--- config.mk ---
export PLATFORM = sky130hd
export DESIGN_NAME = e1of4_stream_tx
export DESIGN_NICKNAME = d
export VERILOG_FILES = /design/src/rtl/e1of4_pkg.sv /design/src/rtl/e1of4_token_fifo.sv /design/src/rtl/e1of4_stream_tx.sv
export SDC_FILE = /design/constraint.sdc
export NUM_CORES = 1
export LEC_CHECK = 0
export ABC_AREA = 1
export CORE_ASPECT_RATIO = 1.5
export CORE_MARGIN = 8
export CORE_UTILIZATION = 45
export DETAILED_ROUTE_END_ITERATION = 6
export GPL_TIMING_DRIVEN = 0
export HOLD_SLACK_MARGIN = 0.02
export MAX_ROUTING_LAYER = met4
export PLACE_DENSITY = 0.64
export SYNTH_ARGS = -nofsm -noshare
export SYNTH_HDL_FRONTEND = slang
export SYNTH_SLANG_ARGS = --single-unit
--- constraint.sdc ---
create_clock -name CLK -period 3.06 [get_ports CLK]
set_clock_uncertainty 0.15 [all_clocks]
set_input_delay 0.612 -clock CLK [delete_from_list [all_inputs] [get_ports CLK]]
set_output_delay 0.612 -clock CLK [all_outputs]
set_load 0.01 [all_outputs]
--- src/rtl/e1of4_pkg.sv ---
// Shared types and helpers for the e1of4 stream transmitter.
// Holds the handshake FSM state encoding and the 2-bit to 1-of-4 rail encoder.
package e1of4_pkg;

  typedef enum logic [1:0] {
    ST_IDLE    = 2'd0,
    ST_DATA    = 2'd1,
    ST_NEUTRAL = 2'd2
  } state_t;

  // Value v drives rail v of the digit; exactly one rail is high.
  function automatic logic [3:0] enc_1of4(input logic [1:0] v);
    logic [3:0] r;
    r = 4'b0001 << v;
    return r;
  endfunction

endpackage

--- src/rtl/e1of4_token_fifo.sv ---
// Small token FIFO with combinational head so the transmitter can pop and
// load the rails on the same edge.
module e1of4_token_fifo #(
  parameter int DW    = 8,
  parameter int DEPTH = 4
) (
  input  logic          CLK,
  input  logic          RESET,
  input  logic          push,
  input  logic [DW-1:0] push_data,
  input  logic          pop,
  output logic [DW-1:0] head,
  output logic          full,
  output logic          empty
);

  localparam int AW = $clog2(DEPTH);

  logic [DW-1:0] mem_q [DEPTH];
  logic [AW:0]   wr_ptr_q, wr_ptr_d;
  logic [AW:0]   rd_ptr_q, rd_ptr_d;
  logic          do_push;
  logic          do_pop;

  // Extra pointer bit distinguishes full from empty when the indices match.
  assign empty   = (wr_ptr_q == rd_ptr_q);
  assign full    = (wr_ptr_q[AW-1:0] == rd_ptr_q[AW-1:0]) && (wr_ptr_q[AW] != rd_ptr_q[AW]);
  assign do_push = push && !full;
  assign do_pop  = pop && !empty;
  assign head    = mem_q[rd_ptr_q[AW-1:0]];

  always_comb begin
    wr_ptr_d = wr_ptr_q;
    rd_ptr_d = rd_ptr_q;
    if (do_push) wr_ptr_d = wr_ptr_q + 1'b1;
    if (do_pop)  rd_ptr_d = rd_ptr_q + 1'b1;
  end

  always_ff @(posedge CLK or posedge RESET) begin
    if (RESET) begin
      wr_ptr_q <= '0;
      rd_ptr_q <= '0;
    end else begin
      wr_ptr_q <= wr_ptr_d;
      rd_ptr_q <= rd_ptr_d;
    end
  end

  always_ff @(posedge CLK) begin
    if (do_push) mem_q[wr_ptr_q[AW-1:0]] <= push_data;
  end

endmodule

--- src/rtl/e1of4_stream_tx.sv ---
// Streams binary tokens out as delay-insensitive e1of4 digits using a
// four-phase return-to-zero handshake against an asynchronous Txe enable.
module e1of4_stream_tx
  import e1of4_pkg::*;
#(
  parameter int DW          = 8,
  parameter int DEPTH       = 4,
  parameter int SYNC_STAGES = 2,
  parameter int TIMEOUT     = 1023
) (
  input  logic                  CLK,
  input  logic                  RESET,
  input  logic [DW-1:0]         in_data,
  input  logic                  in_valid,
  output logic                  in_ready,
  output logic [4*(DW/2)-1:0]   Tx,
  input  logic                  Txe,
  output logic [15:0]           tx_count,
  output logic                  busy,
  output logic                  timeout_err
);

  localparam int ND = DW / 2;
  localparam int CW = $clog2(TIMEOUT + 1);
  localparam logic [CW-1:0] TMO = CW'(TIMEOUT);

  logic [SYNC_STAGES-1:0] sync_q, sync_d;
  logic                   txe_s;

  state_t                 state_q, state_d;
  logic [4*ND-1:0]        tx_q, tx_d;
  logic [15:0]            count_q, count_d;
  logic [CW-1:0]          tmr_q, tmr_d;
  logic                   err_q, err_d;

  logic [DW-1:0]          fifo_head;
  logic                   fifo_full;
  logic                   fifo_empty;
  logic                   fifo_pop;
  logic [4*ND-1:0]        enc_rails;

  assign sync_d = {sync_q[SYNC_STAGES-2:0], Txe};
  assign txe_s  = sync_q[SYNC_STAGES-1];

  // A full FIFO refuses the offer even if the FSM pops on the same edge.
  assign in_ready = !fifo_full;

  e1of4_token_fifo #(
    .DW    (DW),
    .DEPTH (DEPTH)
  ) u_fifo (
    .CLK       (CLK),
    .RESET     (RESET),
    .push      (in_valid && in_ready),
    .push_data (in_data),
    .pop       (fifo_pop),
    .head      (fifo_head),
    .full      (fifo_full),
    .empty     (fifo_empty)
  );

  for (genvar gi = 0; gi < ND; gi++) begin : g_enc
    assign enc_rails[4*gi +: 4] = enc_1of4(fifo_head[2*gi +: 2]);
  end

  always_comb begin
    state_d  = state_q;
    tx_d     = tx_q;
    count_d  = count_q;
    fifo_pop = 1'b0;
    unique case (state_q)
      ST_IDLE: begin
        if (!fifo_empty && txe_s) begin
          state_d  = ST_DATA;
          tx_d     = enc_rails;
          fifo_pop = 1'b1;
        end
      end
      ST_DATA: begin
        if (!txe_s) begin
          state_d = ST_NEUTRAL;
          tx_d    = '0;
        end
      end
      ST_NEUTRAL: begin
        if (txe_s) begin
          state_d = ST_IDLE;
          count_d = count_q + 16'd1;
        end
      end
      default: begin
        state_d = ST_IDLE;
        tx_d    = '0;
      end
    endcase
  end

  // Timer holds the number of cycles the current wait state has been occupied,
  // counting the cycle of entry as 1; it saturates once the limit is hit.
  always_comb begin
    tmr_d = tmr_q;
    if (state_d != state_q) begin
      tmr_d = (state_d == ST_IDLE) ? '0 : CW'(1);
    end else if (state_q != ST_IDLE && tmr_q != TMO) begin
      tmr_d = tmr_q + CW'(1);
    end
    err_d = err_q || (tmr_d == TMO);
  end

  always_ff @(posedge CLK or posedge RESET) begin
    if (RESET) begin
      sync_q  <= '0;
      state_q <= ST_IDLE;
      tx_q    <= '0;
      count_q <= '0;
      tmr_q   <= '0;
      err_q   <= 1'b0;
    end else begin
      sync_q  <= sync_d;
      state_q <= state_d;
      tx_q    <= tx_d;
      count_q <= count_d;
      tmr_q   <= tmr_d;
      err_q   <= err_d;
    end
  end

  assign Tx          = tx_q;
  assign tx_count    = count_q;
  assign timeout_err = err_q;
  assign busy        = !fifo_empty || (state_q != ST_IDLE);

endmodule

==> run summary, run 1 <==
Final nets -> 488
peak fanout along the critical path -> 9
DRC viols -> 0
clock-pin slew on the worst setup and hold paths -> 60 ps
Worst-Skew Late Latency -> 340 ps
sw frac -> 0.3734
first-pass GRT wire length -> 13740 µm
Hold Vio Cnt, Final -> 0
CTS tree -> done
r2r startpoint -> u_fifo.rd_ptr_q[0]
Area Growth Syn to Fin -> 22.46%
Root Driver -> clkbuf_16
setup TNS -> 0 ps
Ys Warns -> 0
Die H -> 131.6 µm
Max Fclk -> 371.3 MHz
DR vias -> 2918
reg2reg setup slack -> 760 ps
Slew Limit Headroom -> 0.3740
DR iter-0 viols -> 99
commonest cells after routing, fill and taps aside -> 110 x nand2_1, 53 x dfrtp_1, 46 x clkdlybuf4s50_1
Peak VDD IR -> 0.0004830 V
Netlist cell types -> 30
Seq pwr share -> 0.394
RR Endpoint -> u_fifo.mem_q[3][1]
share of cells above drive strength 1 -> 0.1266
Seq cells post-synth -> 85
GRT Total Usage -> 0.1450
PortBufs -> 46
routability cong. -> 0.8275
final setup fails -> 0
Clk pwr share -> 0.238
clock tree buffer depth -> 2
Die Area -> 0.01225 mm²
net count after synthesis -> 430
final worst path period need -> 2693 ps
pin count of the biggest net entering global routing -> 34
Req. time, crit path -> 2300 ps
ANT cells -> 0
most common cell after layout, fill and taps aside -> nand2_1
Crit. End Element -> output port
total gr overflow -> 0
Seq/Total Area, Yosys -> 0.5704
post-DR wirelength/cell -> 13.87 µm
post-detailed-placement half-perimeter wirelength -> 6082 µm
Psw -> 1607 µW
via/cell ratio -> 4.997
vias in the first global route -> 3018
Setup crit start -> u_fifo.rd_ptr_q[0]
Initial Util -> 0.4597
Pleak -> 0.002156 µW
antenna violations before repair -> 0
max-slew violations -> 0
Max Cap Violations -> 0
std cell rows -> 42
synthesized area -> 0.004010 mm²
crit start category -> flip-flop
status -> finished clean
Syn Inst Count -> 411
CP endpoint -> busy
reg2reg path depth -> 7
fin crit share -> 0.8801
Clock Sinks -> 85
WHS -> 201.1 ps
Avg Cell Area, Syn -> 9.757 µm²
data arrival time of the critical path -> 1930 ps
# hold bufs at CTS -> 0
first drt pass iteration count -> 4
Combinational Power Share -> 0.368
Chip Width -> 93.08 µm
unrepaired setup endpoints after global routing -> no
Top Ports -> 47
antenna viol nets, final -> 0
# resized after CTS -> 0
Hold Crit Class -> flip-flop to flip-flop
kind of critical path -> flip-flop to output port
H-Tree Depth -> 3
Post-CTS Setup Repair Bufs -> 0
Worst-Margin Slew -> 935.6 ps
P per Cell Area -> 876.2 mW/mm²
Num CTS Buffers -> 9
Routed WL -> 8098 µm
core area -> 0.008723 mm²
Internal -> 2696 µW
[registers in the layout (all words and copies together) (netlist names)]
| name | flops |
|---|---|
| Tx | 16 |
| state_q | 2 |
| sync_q | 2 |
| timeout_err | 1 |
| tmr_q | 10 |
| tx_count | 16 |
| u_fifo.mem_q | 32 |
| u_fifo.rd_ptr_q | 3 |
| u_fifo.wr_ptr_q | 3 |
[layout make-up]
type | instances | area [µm²]
Tap cell | 110 | 137.6
Clock buffer | 10 | 239.0
Buffer | 7 | 46.29
Timing Repair Buffer | 47 | 480.5
Multi-Input combinational cell | 269 | 1484
Inverter | 50 | 192.7
Sequential cell | 85 | 2287
Clock inverter | 6 | 43.79
Fill cell | 825 | 3812
[layer usage]
layer | up-vias | global-route usage | wire length (µm)
met2 | 61 | 0.2552 | 4259
met3 | 12 | 0.04276 | 385
met4 | 0 | 0.06031 | 148
met1 | 1378 | 0.1435 | 3305
met5 | - | - | 0
li1 | 1467 | - | -
[synthesized netlist by cell type, drive strengths merged]
master | instances | area, µm²
xor2 | 11 | 96.34
ha | 7 | 87.58
edfxtp | 32 | 960.9
a32o | 8 | 80.08
nand3 | 32 | 197.7
clkbuf | 1 | 3.750
dfrtp | 53 | 1326
a21boi | 1 | 7.510
o21ai | 2 | 21.27
a21oi | 13 | 68.82
nand2 | 117 | 476.7
buf | 6 | 42.54
o31ai | 8 | 60.06
nor3 | 7 | 50.05
nor2 | 47 | 211.5
nand4 | 8 | 56.30
xnor2 | 8 | 70.07
inv | 50 | 192.7
[power groups by stage]
stage                     clock, µW  sequential, µW  combinational, µW
after floorplan                   0            1710               1010
after global placement            0            1710               1560
after detailed placement          0            1710               1590
after CTS                      1050            1700               1610
after global routing           1090            1740               1770
final                          1020            1690               1580
[worst max-delay path: stages, from the launching register on]
cell	delay [ps]
dfrtp_1	390
buf_6	150
inv_4	100
nand2_2	60
nand2_2	90
nand3_4	90
nor2_1	140
nand2_1	90
clkdlybuf4s50_1	480
[through the flow]
stage / instances / utilization / area, µm² / setup WS (ps) / power, µW
final: 584 / 0.5630 / 4911 / 367.0 / 4303
after detailed placement: 568 / 0.5306 / 4628 / 493.7 / 3307
after floorplan: 411 / - / 4010 / 1012 / 2727
after CTS: 584 / 0.5630 / 4911 / 334.6 / 4348
after global placement: 567 / 0.5283 / 4608 / -31.58 / 3274
after global routing: 584 / 0.5630 / 4911 / 255.2 / 4599
[kinds of logic (layout without fill, tap and decap cells)]
group / after synthesis / in the layout / share of synthesized area
adder cells (fa/ha/maj): 7 / 7 / 0.02184
AO/OA/AOI/OAI: 32 / 32 / 0.05929
buffers and inverters: 57 / 120 / 0.05959
flip-flops: 85 / 85 / 0.5704
AND/OR/NAND/NOR: 211 / 211 / 0.2474
XOR/XNOR: 19 / 19 / 0.04150
[worst min-delay path by stage]
stage               from         to  slack, ps  cells past startpoint
6_report       sync_q[0]  sync_q[1]        200                      0
5_1_grt        sync_q[0]  sync_q[1]        210                      0
4_1_cts        sync_q[0]  sync_q[1]        210                      0
3_5_place_dp   sync_q[0]  sync_q[1]        190                      0
3_3_place_gp   sync_q[0]  sync_q[1]        180                      0
2_1_floorplan  sync_q[0]  sync_q[1]        180                      0
No activity file was read; power rests on OpenSTA's default activity.
==> inputs of run 2 (changes only) <==
SYNTH_HIERARCHICAL = 1   (was default)
==> run summary, run 2 <==
status -> finished clean (unchanged)
peak fanout along the critical path -> 10 (was 9)
Post-synth ARST share -> 0.6235 (unchanged)
fin crit share -> 0.9056 (was 0.8801)
Ys Warns -> 6 (was 0)
post-detailed-placement half-perimeter wirelength -> 6214 µm (was 6082 µm)
vias in the first global route -> 3077 (was 3018)
met1 Resource Use GR -> 0.1544 (was 0.1435)
Hold Crit Class -> flip-flop to flip-flop (unchanged)
Clock Sinks -> 85 (unchanged)
setup TNS -> 0 ps (unchanged)
post-DR wirelength/cell -> 14.02 µm (was 13.87 µm)
Syn Inst Count -> 425 (was 411)
kind of critical path -> flip-flop to output port (unchanged)
Avg Cell Area, Syn -> 9.418 µm² (was 9.757 µm²)
WHS -> 197.6 ps (was 201.1 ps)
Worst-Margin Slew -> 811.0 ps (was 935.6 ps)
pin count of the biggest net entering global routing -> 40 (was 34)
GRT Total Usage -> 0.1494 (was 0.1450)
fill cell count -> 806 (was 825)
Crit. End Element -> output port (unchanged)
max FFs per register -> 32 (unchanged)
first-pass GRT wire length -> 14140 µm (was 13740 µm)
Synth area leader -> dfrtp_1 (unchanged)
CTS tree -> done (unchanged)
via/cell ratio -> 5.045 (was 4.997)
Initial Util -> 0.4588 (was 0.4597)
Chip Width -> 93.01 µm (was 93.08 µm)
DR vias -> 3017 (was 2918)
final setup fails -> 0 (unchanged)
Netlist cell types -> 35 (was 30)
Max Fclk -> 360.8 MHz (was 371.3 MHz)
commonest cells after routing, fill and taps aside -> 94 x nand2_1, 53 x dfrtp_1, 53 x inv_1 (was 110 x nand2_1, 53 x dfrtp_1, 46 x clkdlybuf4s50_1)
routability cong. -> 0.8096 (was 0.8275)
unrepaired setup endpoints after global routing -> no (unchanged)
Routed WL -> 8385 µm (was 8098 µm)
DRC viols -> 0 (unchanged)
met3 usage -> 0.03478 (was 0.04276)
top_reg_cell synth -> dfrtp_1 (unchanged)
first drt pass iteration count -> 5 (was 4)
# resized after CTS -> 0 (unchanged)
area share of the largest cell type after synthesis -> 0.3314 (was 0.3307)
Seq/Total Area, Yosys -> 0.5714 (was 0.5704)
ANT cells -> 0 (unchanged)
share of cells above drive strength 1 -> 0.1107 (was 0.1266)
total gr overflow -> 0 (unchanged)
antenna violations before repair -> 0 (unchanged)
Max Cap Violations -> 0 (unchanged)
Root Driver -> clkbuf_16 (unchanged)
Peak VDD IR -> 0.0005512 V (was 0.0004830 V)
PortBufs -> 46 (unchanged)
net count after synthesis -> 444 (was 430)
# hold bufs at CTS -> 0 (unchanged)
gr busiest metal -> met2 (unchanged)
std cell rows -> 42 (unchanged)
Die Area -> 0.01223 mm² (was 0.01225 mm²)
most common cell after layout, fill and taps aside -> nand2_1 (unchanged)
max-slew violations -> 0 (unchanged)
P per Cell Area -> 854.2 mW/mm² (was 876.2 mW/mm²)
antenna viol nets, final -> 0 (unchanged)
Post-CTS Setup Repair Bufs -> 0 (unchanged)
clock-pin slew on the worst setup and hold paths -> 60 ps (about the same)
Final nets -> 502 (was 488)
Num CTS Buffers -> 9 (unchanged)
synthesized area -> 0.004003 mm² (was 0.004010 mm²)
crit start category -> flip-flop (unchanged)
Req. time, crit path -> 2300 ps (about the same)
data arrival time of the critical path -> 2010 ps (was 1930 ps)
Global Route met2 Usage -> 0.2607 (was 0.2552)
Top Ports -> 47 (unchanged)
final core occ -> 0.5643 (was 0.5630)
final worst path period need -> 2771 ps (was 2693 ps)
Worst-Skew Late Latency -> 340 ps (about the same)
top post-synthesis cells by count -> 94 x nand2_1, 54 x inv_1, 53 x dfrtp_1, 47 x nor2_1, 32 x edfxtp_1 (was 110 x nand2_1, 53 x dfrtp_1, 39 x nor2_1, 38 x inv_1, 32 x edfxtp_1)
largest cells by area after synthesis -> dfrtp_1 33%, edfxtp_1 24%, nand2_1 8.8% (was dfrtp_1 33%, edfxtp_1 24%, nand2_1 10%)
Area Growth Syn to Fin -> 22.98% (was 22.46%)
Slew Limit Headroom -> 0.4573 (was 0.3740)
most instantiated library cell after synthesis -> nand2_1 (unchanged)
Die H -> 131.5 µm (was 131.6 µm)
Post-synth EDFFs -> 32 (unchanged)
DR iter-0 viols -> 169 (was 99)
Hold Vio Cnt, Final -> 0 (unchanged)
core area -> 0.008723 mm² (unchanged)
total power -> 4204 µW (was 4303 µW)
Pleak -> 0.002187 µW (was 0.002156 µW)
H-Tree Depth -> 3 (unchanged)
Seq cells post-synth -> 85 (unchanged)
clock tree buffer depth -> 2 (unchanged)
## run 2: cell count changes in the layout (fill, tap and decap cells not counted), moves of 4 or more
cell,previous run,this run
inv_1,37,53
nand2_1,110,94
nor2_1,39,47
a32o_1,8,0
nand4_1,7,3
o31ai_1,8,0
xnor2_1,8,2
o41ai_1,0,8
o21ai_0,1,26
nand2_2,3,9
o22ai_1,0,9
a21oi_1,12,5
inv_2,11,4
## run 2: cells by family after synthesis
logic type,synth area share
AOI/OAI and AO/OA,0.07502
xor gates and xnor gates,0.02407
adders and majority gates,0.02188
buffers and inverters,0.07346
DFF,0.5714
muxes,0.002813
and+or+nand+nor,0.2313
## run 2: path summary, 6_finish.rpt
check | from | endpoint | slack [ps] | depth (start not counted)
setup / recovery | state_q[0] | busy | 290 | 4
hold / removal | sync_q[0] | sync_q[1] | 200 | 0
setup reg to reg | u_fifo/rd_ptr_q[1] | timeout_err | 560 | 15
hold reg to reg | sync_q[0] | sync_q[1] | 200 | 0
max in group asynchronous | RESET | tx_count[7] | 1910 | 3
min in group asynchronous | RESET | sync_q[1] | 380 | 2
## run 2: through the flow
step | instance area (µm²) | instances | worst slack [ps]
floorplan | 4003 | 425 | 1036
detailed placement | 4621 | 582 | 388.6
CTS | 4922 | 598 | 235.3
global route | 4922 | 598 | 159.8
finish | 4922 | 598 | 288.7
global placement | 4601 | 581 | 164.9
## run 2: worst max-delay path, stage by stage (launching register included)
cell	delay (ps)
dfrtp_1	450
nor2_1	220
clkbuf_1	380
nand2_1	110
clkdlybuf4s50_1	500
## run 2: final cells by class
type | instances | area (µm²) | share of cell area
buffer | 11 | 71.32 | 0.01449
multi-input combinational | 271 | 1421 | 0.2888
clock inverter | 6 | 68.82 | 0.01398
timing repair buffer | 47 | 480.5 | 0.09761
clock buffer | 10 | 232.7 | 0.04728
sequential | 85 | 2287 | 0.4647
tap | 110 | 137.6 | 0.02796
inverter | 58 | 222.7 | 0.04525
## run 2: report_power, final
part	internal, µW	leakage [µW]	switching (µW)	total [µW]
Sequential	1450	0.000996	170	1620
Clock	650	0.000152	456	1110
Combinational	541	0.00104	942	1480
Total	2640	0.00219	1570	4200
## run 2: per-layer routing
layer	share of wire	wire (µm)	vias up
met5	0	0	-
met4	0.019	163	0
met3	0.037	312	15
met2	0.54	4508	65
met1	0.41	3400	1429
li1	-	-	1508
==> inputs of run 3 (changes only) <==
ABC_CLOCK_PERIOD_IN_PS = 3060   (was default)
==> results of run 3 <==
The final DEF is identical to that of run 2; final timing and power are the same.
